--- src/rtl/sat_counter.sv ---
// rtl/sat_counter.sv - saturating up-counter with synchronous clear priority
module sat_counter #(
  parameter int W = 8
) (
  input  logic         clk,
  input  logic         rst,
  input  logic         clr,
  input  logic         inc,
  output logic [W-1:0] cnt
);

  always_ff @(posedge clk or posedge rst) begin
    if (rst) begin
      cnt <= '0;
    end else if (clr) begin
      cnt <= '0;
    end else if (inc && (cnt != {W{1'b1}})) begin
      cnt <= cnt + 1'b1;
    end
  end

endmodule

--- config.mk ---
export PLATFORM = sky130hd
export DESIGN_NAME = sat_counter
export DESIGN_NICKNAME = d
export VERILOG_FILES = /design/src/rtl/sat_counter.sv
export SDC_FILE = /design/constraint.sdc
export NUM_CORES = 1
export LEC_CHECK = 0
export BUFFER_PORTS_ARGS = -buffer_cell sky130_fd_sc_hd__buf_2
export CORE_AREA = 2 2 39 41
export CTS_CLUSTER_SIZE = 10
export DETAILED_ROUTE_END_ITERATION = 7
export DIE_AREA = 0 0 41 43
export PLACE_DENSITY = 0.57
export SLEW_MARGIN = 20
export SYNTH_ARGS = -nofsm -noshare
export SYNTH_HDL_FRONTEND = slang
export SYNTH_SLANG_ARGS = --single-unit
--- constraint.sdc ---
create_clock -name clk -period 2.15 [get_ports clk]
set_input_delay 0.1075 -clock clk [delete_from_list [all_inputs] [get_ports clk]]
set_output_delay 0.1075 -clock clk [all_outputs]
set_load 0.05 [all_outputs]
* Word level (Yosys, flattened, before mapping)
Index checks and enable logic that the tools add are counted.
Word-level totals: flip-flop bits (word level) 8, logic and storage cells 7
Cells by class: add/subtract/negate cells 1, equality and inequality tests 1, mux-type cells 2, reduce and logical (&&, ||, !) cells 2
Operators by type and width (number):
- 8-bit two-way mux | 2
- 8-bit by 1-bit adder with 8-bit output (second input constant) | 1
- 8-bit inequality test (second input constant) | 1
- 2-bit nonzero test | 1
- 1-bit logical AND | 1

* Depth between registers and ports, before layout
word-level depth 4, depth in mapped cells 4, gate-level depth less buffers 4

* Least setup slack after synthesis
Ideal clock, no wire load.
kind flip-flop to flip-flop, from reg cnt[0], to reg cnt[5], setup time 0.125 ns, arrival 1.689 ns, slack 0.336 ns, stages on the path, launching flop included 5, cell sequence dfrtp_1 ha_1 and3_1 a211oi_2 mux2_4
Between the ends: longest elaborated chain between the ends 3, elaborated cells between the ends (all ways) 6, those cells by class add/sub (1); eq/ne (1); mux (2); reduce/logical (2)
RTL lines:
- start: declaration | line 9 | output logic [W-1:0] cnt
- start signal: assignment | line 18 | cnt <= cnt + 1'b1;
- 8-bit by 1-bit adder with 8-bit output / 8-bit inequality test (equally long branches) | line 18, 17
- 8-bit two-way mux / 1-bit logical AND (equally long branches) | line 17 | end else if (inc && (cnt != {W{1'b1}})) begin
- 8-bit two-way mux / 2-bit nonzero test (equally long branches)
Parallel ways exist; a longest one is shown, timed or not. The select of a mux whose other input is x is not followed. A chain may end at the register's enable or synchronous reset.

* Worst setup path after layout
Same ends and word-level chain as after synthesis.

==> impl_metrics.yaml <==
route:
  ant_nets: 0
  drt_iter0_drc: 8
  wirelength_mm: 1.013
  viasPerCell: 5.115
  drt-wirelength-per-cell_um: 12.99
  vias: 399
  first_pass_iters: 6
  drc: 0
clock_network:
  cts_buffers: 3
  cts_max_level: 1
  cts.repair.resized: 0
  clk_pin_slew_worst_paths_ps: 60
  cts_tree: "done"
  clock_sinks: 8
  clockBufferDepth: 2
  insertion_delay_ps: 250
  cts_root_buf: "clkbuf_4"
place:
  place_ws_ps: 511.3
  io_buffers: 11
  hpwl_um: 750.1
  post_dp_cell_area_um2: 564.3
  dp.cells: 74
  globalplace.congestion: 0.7830
sta:
  fin_crit_sh: 0.7669
  rsz0062_at_grt: "no"
  skew_ps: 3.983
  layout_min_cycle_time_ps: 1649
  maxSlewViolCount: 0
  fin_setup_tns_ps: 0
  setup_viol: 0
  slew_headroom: 0.7846
  fmax_mhz: 606.5
  hold_viol_final: 0
  fin_ws_ps: 501.1
  worstMarginPinSlew_ps: 322.8
power_and_ir_drop:
  peakVddDrop_mv: 0.2745
  power_density_mw_per_mm2: 529.3
  p_leak_nw: 0.3066
critical_path:
  start_kind: "register"
  cp-end-kind: "register"
  critPathKind: "register to register"
  cp.required_ps: 2290
  cp_max_fo: 5
  cp_cell_sequence: "ha_1, and3_1, a211oi_2, mux2_4"
  critPathSlowestCell: "dfrtp_1"
  critical_path_arrival_ps: 1790
  slowest_delay_ps: 410
synthesis:
  avgSynthCellArea_um2: 10.29
  ys_ff_latch: 8
  syn-cell-area_um2: 504.2
  ys_seq_area_frac: 0.3970
  yosys_most_used_dff: "dfrtp_1"
  ys_types: 25
  ys_warn_count: 0
  synth_edf_count: 0
  synthArstFlopShare: 1.000
  synth_nets: 54
  synth_cells: 49
job:
  max-cap-violations: 0
die:
  rows: 14
  ios: 12
  dieArea_mm2: 0.001763
  core-area_mm2: 0.001384
  die_w_um: 41
  start_util: 0.3644
  die_y_um: 43
cells_and_area:
  fin_util: 0.4313
  fillers: 141
  syn2layout_area_growth_pct: 18.36
  regArea_um2: 200.2
  max_flop_register: "cnt"
  most-common-layout-cells: "buf_2 (11), dfrtp_1 (8)"
  num_antenna_cells: 0
  final_cells: 78
  reg.largest.list: "cnt: 8 flops"
  final_common_cell: "buf_2"
  drive_gt1_frac: 0.3548
  finish.instance_area_um2: 596.8
  multi_input_area_um2: 281.5
  nNetsFinal: 69
  largest_register_ffs: 8
global_routing:
  grt_max_degree: 11
  grt_pass1_wl_mm: 1.690
  grt_pass1_vias: 381
  grt_usage: 0.1457
  antenna_found_initial: 0
  grt-ovfl-total: 0
min_path:
  hold_path_class: "input port to register"
run_status:
  status: "finished clean"
[worst paths after layout]
path / depth (start not counted) / startpoint / slack (ps) / endpoint
max: 4 / cnt[0] / 500 / cnt[5]
min in group asynchronous: 3 / rst / 340 / cnt[5]
min: 2 / clr / 170 / cnt[2]
min reg2reg: 2 / cnt[1] / 570 / cnt[1]
max reg2reg: 4 / cnt[0] / 500 / cnt[5]
max in group asynchronous: 3 / rst / 1570 / cnt[1]
[power by group]
group          switching (mW)  internal (mW)  total, mW
combinational          0.0283         0.0141     0.0424
sequential            0.00415          0.154      0.159
clock                  0.0511         0.0639      0.115
[final cells by class]
class                           instances  area share
Multi-Input combinational cell         37      0.4717
Clock buffer                            3     0.03774
Timing Repair Buffer                   12      0.1090
Tap cell                               16     0.03354
Inverter                                2     0.01258
Sequential cell                         8      0.3354
[Yosys cell counts (all sizes together) (2+ instances only)]
cell type / n / area [um2]
nand3: 2 / 10.01
dfrtp: 8 / 200.2
nor2b: 4 / 25.02
inv: 2 / 7.510
nand4: 2 / 12.51
nand2: 4 / 15.01
mux2: 4 / 60.06
nor2: 4 / 15.01
a21oi: 4 / 27.53
[critical path, delay by kind of cell, from the launching register on]
kind,cells,cell delay [ps]
DFF,1,410
muxes,1,320
AOI/OAI and AO/OA,1,280
adders and majority gates,1,270
and+or+nand+nor,1,250
[per-stage QoR]
stage	power (mW)	hold slack (ps)
2_1_floorplan	0.1913	-76.84
3_3_place_gp	0.2025	81.93
3_5_place_dp	0.2027	77.89
4_1_cts	0.3219	162.5
5_1_grt	0.3357	184.3
6_report	0.3159	168.8
[repair_timing]
item	4_1_cts	5_1_grt
hold endpoints to repair	8	0
hold buffers	1	0
setup buffers	0	0
[kinds of logic after synthesis]
kind of cell,count (synthesis),synth area share
AND/OR/NAND/NOR,22,0.2382
multiplexers,5,0.1390
AO/OA/AOI/OAI,9,0.1563
flip-flops,8,0.3970
adder cells (fa/ha/maj),1,0.02481
buffers and inverters,4,0.04466
[per-layer routing]
metal / wire, um / global-route usage / up-vias / share of wire
met5: 0 / 0 / - / 0
met4: 0 / 0.04000 / 0 / 0
met3: 70 / 0.07853 / 0 / 0.069
met2: 502 / 0.2063 / 12 / 0.50
met1: 440 / 0.1881 / 183 / 0.43
li1: - / - / 204 / -
No activity file was read; power rests on OpenSTA's default activity.
